## src/rtl/reg_override_ctrl.sv

```systemverilog
// Register with hardware assign/deassign and force/release overrides.
// Force takes precedence over assign, and assign over normal writes. A force can release itself after a set number of cycles.
module reg_override_ctrl #(
   parameter int               WIDTH     = 2,
   parameter int               HOLD_W    = 8,
   parameter logic [WIDTH-1:0] RESET_VAL = {WIDTH{1'b0}}
) (
   input  logic              clk,
   input  logic              rst_n,
   input  logic              wr_en,
   input  logic [WIDTH-1:0]  wr_data,
   input  logic              asg_req,
   input  logic [WIDTH-1:0]  asg_data,
   input  logic              dasg_req,
   input  logic              frc_req,
   input  logic [WIDTH-1:0]  frc_data,
   input  logic [HOLD_W-1:0] frc_cycles,
   input  logic              rel_req,
   output logic [WIDTH-1:0]  q,
   output logic [WIDTH-1:0]  base_q,
   output logic [1:0]        state,
   output logic [HOLD_W-1:0] frc_left,
   output logic              drop_pulse,
   output logic              err_pulse
);

   typedef enum logic [1:0] {
      NORM     = 2'b00,
      ASGN     = 2'b01,
      FRC      = 2'b10,
      FRC_ASGN = 2'b11
   } state_t;

   state_t              state_r, state_s;
   logic [WIDTH-1:0]    asg_val_r, frc_val_r;
   logic                timed_r;
   logic [WIDTH-1:0]    q_s, base_s, asg_val_s, frc_val_s;
   logic [HOLD_W-1:0]   left_s;
   logic                timed_s, drop_s, err_s;
   logic                forced_s, assigned_s, expire_s, release_s, deasg_s, wr_ok_s;
   logic                frc_n_s, asg_n_s;

   assign state = state_r;

   // Next-state, next-value and pulse evaluation for one clock edge
   always_comb begin
      state_s    = state_r;
      base_s     = base_q;
      asg_val_s  = asg_val_r;
      frc_val_s  = frc_val_r;
      left_s     = frc_left;
      timed_s    = timed_r;
      q_s        = q;
      forced_s   = (state_r == FRC) || (state_r == FRC_ASGN);
      assigned_s = (state_r == ASGN) || (state_r == FRC_ASGN);
      expire_s   = timed_r && (frc_left == HOLD_W'(1));
      // frc_req always wins, so a refresh on the expiry edge keeps the force alive
      release_s  = forced_s && !frc_req && (rel_req || expire_s);
      deasg_s    = assigned_s && dasg_req && !asg_req;
      wr_ok_s    = wr_en && (state_r == NORM) && !asg_req && !frc_req;
      frc_n_s    = frc_req || (forced_s && !release_s);
      asg_n_s    = asg_req || (assigned_s && !deasg_s);
      drop_s     = wr_en && !wr_ok_s;
      err_s      = (rel_req && !forced_s) || (dasg_req && !assigned_s) ||
                   (frc_req && rel_req) || (asg_req && dasg_req);

      case ({frc_n_s, asg_n_s})
         2'b00:   state_s = NORM;
         2'b01:   state_s = ASGN;
         2'b10:   state_s = FRC;
         2'b11:   state_s = FRC_ASGN;
         default: state_s = NORM;
      endcase

      // Leaving an override keeps the overriding value as the stored value.
      if (deasg_s) begin
         base_s = asg_val_r;
      end else if (release_s && !assigned_s) begin
         base_s = frc_val_r;
      end else if (wr_ok_s) begin
         base_s = wr_data;
      end else begin
         base_s = base_q;
      end

      if (asg_req) begin
         asg_val_s = asg_data;
      end else begin
         asg_val_s = asg_val_r;
      end

      if (frc_req) begin
         frc_val_s = frc_data;
         left_s    = frc_cycles;
         timed_s   = (frc_cycles != {HOLD_W{1'b0}});
      end else if (!frc_n_s) begin
         frc_val_s = frc_val_r;
         left_s    = {HOLD_W{1'b0}};
         timed_s   = 1'b0;
      end else if (timed_r && (frc_left != {HOLD_W{1'b0}})) begin
         frc_val_s = frc_val_r;
         left_s    = frc_left - HOLD_W'(1);
         timed_s   = timed_r;
      end else begin
         frc_val_s = frc_val_r;
         left_s    = frc_left;
         timed_s   = timed_r;
      end

      if (frc_n_s) begin
         q_s = frc_val_s;
      end else if (asg_n_s) begin
         q_s = asg_val_s;
      end else begin
         q_s = base_s;
      end
   end

   // State and value registers with synchronous active-low reset
   always_ff @(posedge clk) begin
      if (!rst_n) begin
         state_r    <= NORM;
         base_q     <= RESET_VAL;
         asg_val_r  <= RESET_VAL;
         frc_val_r  <= RESET_VAL;
         q          <= RESET_VAL;
         frc_left   <= {HOLD_W{1'b0}};
         timed_r    <= 1'b0;
         drop_pulse <= 1'b0;
         err_pulse  <= 1'b0;
      end else begin
         state_r    <= state_s;
         base_q     <= base_s;
         asg_val_r  <= asg_val_s;
         frc_val_r  <= frc_val_s;
         q          <= q_s;
         frc_left   <= left_s;
         timed_r    <= timed_s;
         drop_pulse <= drop_s;
         err_pulse  <= err_s;
      end
   end

endmodule

```

## config.mk

```make
export PLATFORM = sky130hd
export DESIGN_NAME = reg_override_ctrl
export DESIGN_NICKNAME = d
export VERILOG_FILES = /design/src/rtl/reg_override_ctrl.sv
export SDC_FILE = /design/constraint.sdc
export NUM_CORES = 1
export LEC_CHECK = 0
export ABC_AREA = 1
export CAP_MARGIN = 10
export CORE_MARGIN = 2
export CORE_UTILIZATION = 52
export CTS_BUF_LIST = sky130_fd_sc_hd__clkbuf_4 sky130_fd_sc_hd__clkbuf_8
export DETAILED_ROUTE_END_ITERATION = 8
export PLACE_DENSITY = 0.87
export SYNTH_ARGS = -nofsm -noshare
export SYNTH_HDL_FRONTEND = slang
export SYNTH_SLANG_ARGS = --single-unit
```

## constraint.sdc

```tcl
create_clock -name clk -period 2.1 [get_ports clk]
set_input_delay 0.315 -clock clk [delete_from_list [all_inputs] [get_ports clk]]
set_output_delay 0.315 -clock clk [all_outputs]
set_load 0.01 [all_outputs]
```

==> results of run 1 <==
==> per-stage QoR <==
stage / cell area [sq um] / power (mW)
after floorplan: 1250 / 0.600
after global placement: 1620 / 0.700
after detailed placement: 1620 / 0.707
after CTS: 1640 / 0.899
after global routing: 1640 / 0.953
final: 1640 / 0.897
==> cell families after synthesis <==
kind of cell             after synthesis  share of synthesized area
AND/OR/NAND/NOR                       79                      0.305
buffers and inverters                 43                      0.149
AO/OA/AOI/OAI                         36                      0.160
flip-flops                            21                      0.337
XOR/XNOR                               4                     0.0281
adder cells (fa/ha/maj)                2                     0.0201
==> registers in the layout (all words and copies together), names as in the netlist <==
signal	flops
frc_left	8
timed_r	1
err_pulse	1
asg_val_r	2
state	2
frc_val_r	2
drop_pulse	1
q	2
base_q	2
==> report_power, final <==
| group | switching (mW) | total [mW] | leakage, nW | internal [mW] |
|---|---|---|---|---|
| combinational | 0.130 | 0.254 | 0.586 | 0.123 |
| clock | 0.126 | 0.197 | 0.0177 | 0.0709 |
| sequential | 0.0204 | 0.447 | 0.174 | 0.426 |
==> final timing paths <==
check | startpoint | end | slack (ns)
max | state[1] | state[1] | 0.42
min reg2reg | timed_r | timed_r | 0.49
min | timed_r | timed_r | 0.49
max reg2reg | frc_left[0] | frc_left[3] | 0.47
==> cells in the mapped netlist (all sizes together) <==
master  instances
inv            37
nand3          12
or2             2
xor2            4
dfxtp          21
clkinv          1
a21oi          14
o21ai          19
ha              2
nor3            4
o41ai           1
nand2          36
buf             3
a22oi           2
nand4           3
clkbuf          2
nor2           22
==> layer usage <==
| layer | global-route usage | routed length (um) | vias up |
|---|---|---|---|
| met3 | 0.0424 | 190 | 2 |
| met5 | 0 | 0 | - |
| met2 | 0.367 | 1410 | 61 |
| met1 | 0.308 | 1280 | 587 |
| li1 | - | - | 656 |
| met4 | 0.0940 | 10 | 0 |
==> layout make-up <==
class	instances	area, sq um
multi-input combinational	121	641
fill	197	591
sequential	21	420
timing repair buffer	38	375
inverter	38	144
tap	28	35.0
clock buffer	3	22.5
clock inverter	1	5.00
==> impl_results.md, run 1 <==
* CP endpoint kind: output port
* Crit-path slowest cell: clkdlybuf4s50_1
* R2R depth at 9
* Num CTS Buffers at 3
* RSZ-0062 raised after global routing: false
* Worst path max stage delay at slightly below 0.6 ns
* Gp weighted congestion at 0.834
* DRC marker count from the first detailed-route iteration at 40
* Vert. Die Dim at 53.0 um
* Clk sink count at 21
* Die Area at 2810 sq um
* Core area at 2230 sq um
* Initial core utilization at 0.559
* Longest Clk Path Bufs at 2
* Fin nets at 246
* Largest cells by area after synthesis: dfxtp_1 34%, inv_1 11%, nand2_1 9.0%, nor2_1 5.7%, a21oi_1 5.2%
* Clk_lat worst skew at 0.30 ns
* Lkg Pwr at about 0.8 nW
* Fmax at 0.595 GHz
* Resized cells post-CTS at 0
* Worst setup margin at 0.418 ns
* Post-route DRC at 0
* Synth area leader: dfxtp_1
* Pre-CTS WS at 0.257 ns
* Post-Layout Cell Count at 250
* Slew at the pin closest to its max-slew limit at around 0.43 ns
* CP Data Arrival Time at 1.37 ns
* Minimum clock period at 1.68 ns
* PortBufs at 36
* Layout cells sized above 1 at 0.0991
* Routed Wire Length at ~2.9 mm
* Vias at 1306
* Outcome: complete, no violations
* Worst setup SP type: flip-flop
* Initial antenna violation count at 0
* Global route overflow at 0
* Buffers plus inverters on the worst setup path at 1
* Root Driver: clkbuf_4
* Vias in the first global route at 1124
* Instance count on the critical path at 1
* Yosys reg bits at 21
* Vias/cell at 5.22
* WL/cell at 11.6 um
* Synth Cell Area at 1250 sq um
* Cell variety after synth at 26
* Htree depth at 1
* IO Count at 37
* Final core utilization at 0.736
* Setup TNS at 0 ns
* First-pass GRT wire length at 4.82 mm
* Gr usage total at 0.232
* Delay-heaviest family, CP: buffers and inverters
* WHS at 0.486 ns
* Die X-Extent at between 50 and 60 um
* Peak VDD IR at 0.440 mV
* Worst Hold Class: flip-flop to flip-flop
* Final setup viols at 0
* Critical Path Fanout Max at 5
* Seq/Total Area, Yosys at 0.337
* Post-CTS Setup Bufs at 0
* Largest net degree at the start of global routing at 16
* Clk_skew at roughly 0.0048 ns
* Worst hold stages at 2
* Mean post-synth cell area at 6.74 sq um
* Row cnt at 17
* Pwr/cell area at 546 nW/um^2
* 1st-pass router iterations at 5
* DPL Wire Length at 2.28 mm
* Cells after DPL at 246
* Synth top area share at 0.337
* P&R area growth vs syn at 31.7%
* Synth Instances at 185
* Net Count, Synth at 208
* CTS tree: done
* Commonest non-fill, non-tap cells in the layout: 36 x inv_1, 36 x clkdlybuf4s50_1, 30 x nand2_1
* Critical-path cell list: clkdlybuf4s50_1
* Critical Path RT at 1.78 ns
* Final worst-path cycle share at 0.801
* N_diodes at 0
* Max_slew headroom at 0.712
* Worst-path clk slew at around 0.12 ns
* YS warnings at 0
* Hold_buf cts at 0
* Critical path class: flip-flop to output port
* Routed Antenna Nets at 0
* Max-cap viol count at 0
* Final Max Tran Viols at 0
* Final hold violation count at 0
No activity file was read; power rests on OpenSTA's default activity.
==> inputs of run 2 (changes only) <==
--- a/config.mk
+++ b/config.mk
@@ -8,10 +8,10 @@
 export ABC_AREA = 1
 export CAP_MARGIN = 10
 export CORE_MARGIN = 2
-export CORE_UTILIZATION = 52
+export CORE_UTILIZATION = 48
 export CTS_BUF_LIST = sky130_fd_sc_hd__clkbuf_4 sky130_fd_sc_hd__clkbuf_8
 export DETAILED_ROUTE_END_ITERATION = 8
-export PLACE_DENSITY = 0.87
+export PLACE_DENSITY = 0.81
 export SYNTH_ARGS = -nofsm -noshare
 export SYNTH_HDL_FRONTEND = slang
 export SYNTH_SLANG_ARGS = --single-unit
==> constraint.sdc (replaced) <==
create_clock -name clk -period 1.55 [get_ports clk]
set_input_delay 0.2325 -clock clk [delete_from_list [all_inputs] [get_ports clk]]
set_output_delay 0.2325 -clock clk [all_outputs]
set_load 0.01 [all_outputs]
==> run 2 against run 1 <==
Net effect:
- the flow now finishes with violations (negative setup slack)
- final cell count is 7.6% higher
- setup slack lost 0.42 ns
- utilization fell by 0.73 points
- sequential share of layout area fell by 1.9 points
- combinational power grew 56%
- clock power is 50% higher
- clock-buffer cell count stayed put
- critical path type unchanged
- highest routed layer unchanged
==> impl_results.md, run 2 (synthesized netlist as in run 1, its figures left out) <==
* Outcome: complete, but fails checks
* Failing checks: negative setup slack
* P&R area growth vs syn at 44.6%
* DRC marker count from the first detailed-route iteration at 40 (unchanged)
* Worst setup SP type: flip-flop
* Lkg Pwr at 0.884 nW (+14%)
* Sequential share of power at 0.467 (-0.031)
* Clk sink count at 21 (unchanged)
* Pwr/cell area at 721 nW/um^2 (+32%)
* Final hold violation count at 0 (unchanged)
* Delay-heaviest family, CP: buffers and inverters
* RSZ-0062 raised after global routing: true
* Commonest non-fill, non-tap cells in the layout: 35 x inv_1, 33 x clkdlybuf4s50_1, 29 x nand2_1
* Worst setup margin at -0.00108 ns (-0.419 ns)
* WL/cell at 12.4 um (+6.7%)
* Die X-Extent at 55.0 um (+3.8%)
* Gp weighted congestion at 0.843 (+1.1%)
* Slew at the pin closest to its max-slew limit at 0.348 ns (-0.0802 ns)
* DPL Wire Length at 2.50 mm (+9.6%)
* Num CTS Buffers at 3 (unchanged)
* Buffers plus inverters on the worst setup path at 1 (unchanged)
* Final worst-path cycle share at 1.00
* First-pass GRT wire length at 4.92 mm (+2.0%)
* 1st-pass router iterations at 5 (unchanged)
* Largest net degree at the start of global routing at 16 (unchanged)
* Initial core utilization at 0.504 (-0.0550)
* Initial antenna violation count at 0 (unchanged)
* Critical path class: flip-flop to output port
* Clk_lat worst skew at 0.33 ns (+0.03 ns)
* Area of the multi-input gates at 673 sq um (+5.1%)
* Critical Path Fanout Max at 4 (-1)
* Vert. Die Dim at 55.0 um (+3.8%)
* Switching Fraction at 0.328 (+0.0194)
* CP endpoint kind: output port
* Vias/cell at 5.06 (-3.1%)
* Max FFs per register at 8 (unchanged)
* Layout cells sized above 1 at 0.205 (+0.106)
* Final Max Tran Viols at 0 (unchanged)
* Final core utilization at 0.728 (-0.00729)
* Gr usage total at 0.232 (+0.000521)
* Post-Layout Cell Count at 269 (+7.6%)
* Cells after DPL at 264 (+7.3%)
* Pre-CTS WS at -0.133 ns (-0.390 ns)
* Pint at 0.874 mW (+41%)
* IO Count at 37 (unchanged)
* Worst path max stage delay at 0.57 ns (-0.02 ns)
* WHS at 0.475 ns (-0.0111 ns)
* Die Area at 3020 sq um (+7.7%)
* Most flops, register: frc_left
* Max_slew headroom at 0.765 (+0.0526)
* Hold_buf cts at 0 (unchanged)
* Htree depth at 1 (unchanged)
* Critical Path RT at 1.32 ns (-0.46 ns)
* Combinational Power Share at 0.306 (+0.023)
* PortBufs at 36 (unchanged)
* Fmax at roughly 0.64 GHz
* Clk_skew at 0.00291 ns (-0.00191 ns)
* Worst Hold Class: primary input to flip-flop
* Root Driver: clkbuf_4
* Routed Wire Length at 3.33 mm (+15%)
* Register area at 427 sq um (+1.5%)
* Minimum clock period at 1.55 ns
* Vias in the first global route at 1166 (+3.7%)
* Post-route DRC at 0 (unchanged)
* Routed Antenna Nets at 0 (unchanged)
* CP Data Arrival Time at 1.32 ns (-0.05 ns)
* Global route overflow at 0 (unchanged)
* Fin nets at 263 (+6.9%)
* Vias at 1362 (+4.3%)
* Max-cap viol count at 0 (unchanged)
* Row cnt at 18 (+1)
* Crit-path slowest cell: clkdlybuf4s50_1
* Setup TNS at -0.00108 ns (-0.00108 ns)
* Worst-path clk slew at 0.13 ns (about the same)
* N_diodes at 0 (unchanged)
* Longest Clk Path Bufs at 2 (unchanged)
* Final setup viols at 1 (+1)
* Most common cell after layout, fill and taps aside: inv_1
* Core area at 2480 sq um (+11%)
* Total net switching power at 0.426 mW (+54%)
* Critical-path cell list: clkdlybuf4s50_1
* Clock network fraction of total power at 0.227 (+0.007)
* CTS tree: done
* Peak VDD IR at 0.670 mV (+52%)
* Fillers at 199 (+1.0%)
run 2: changes by cell type in the layout (fill, tap and decap cells not counted), moves of 2 or more:
cell	change
buf_4	+16
dfxtp_1	-5
dfxtp_2	+5
clkdlybuf4s50_1	-3
dlygate4sd2_1	+2
nor2_1	-2
nor2_2	+2
run 2: repair_timing:
item | in CTS | in global routing
pin swaps | 1 | 3
gates resized for setup | 8 | 7
gates cloned | 0 | 1
setup endpoints to repair | 8 | 14
setup buffers | 0 | 0
run 2: routing by layer:
| metal | vias up | track usage | wire length [um] |
|---|---|---|---|
| met5 | - | 0 | 0 |
| met4 | 0 | 0.122 | 53 |
| met3 | 4 | 0.0161 | 203 |
| met2 | 55 | 0.383 | 1580 |
| met1 | 614 | 0.302 | 1500 |
| li1 | 689 | - | - |
run 2: power groups by stage:
stage | clock network (mW) | registers [mW] | logic, mW
after floorplan | 0 | 0.627 | 0.186
after CTS | 0.301 | 0.605 | 0.383
final | 0.295 | 0.607 | 0.397
after global placement | 0 | 0.614 | 0.369
after global routing | 0.313 | 0.612 | 0.437
after detailed placement | 0 | 0.616 | 0.381
run 2: layout make-up:
cell class,instances,area share
Clock buffer,3,0.0125
Sequential cell,21,0.236
Tap cell,30,0.0208
Multi-Input combinational cell,122,0.373
Inverter,38,0.0798
Clock inverter,1,0.00277
Timing Repair Buffer,54,0.275
run 2: final timing paths:
| path | start | end | slack, ns | depth (start not counted) |
|---|---|---|---|---|
| worst max-delay path | frc_left[3] | frc_left[3] | -0.001 | 1 |
| worst max register to register | frc_left[0] | frc_left[7] | 0.06 | 9 |
| worst min-delay path | wr_en | drop_pulse | 0.47 | 3 |
| worst min register to register | timed_r | timed_r | 0.52 | 2 |
run 2: per-stage QoR:
step	total power, mW	cell area, sq um
6_report	1.30	1800
4_1_cts	1.29	1780
3_5_place_dp	0.996	1740
5_1_grt	1.36	1800
3_3_place_gp	0.983	1740
2_1_floorplan	0.813	1250
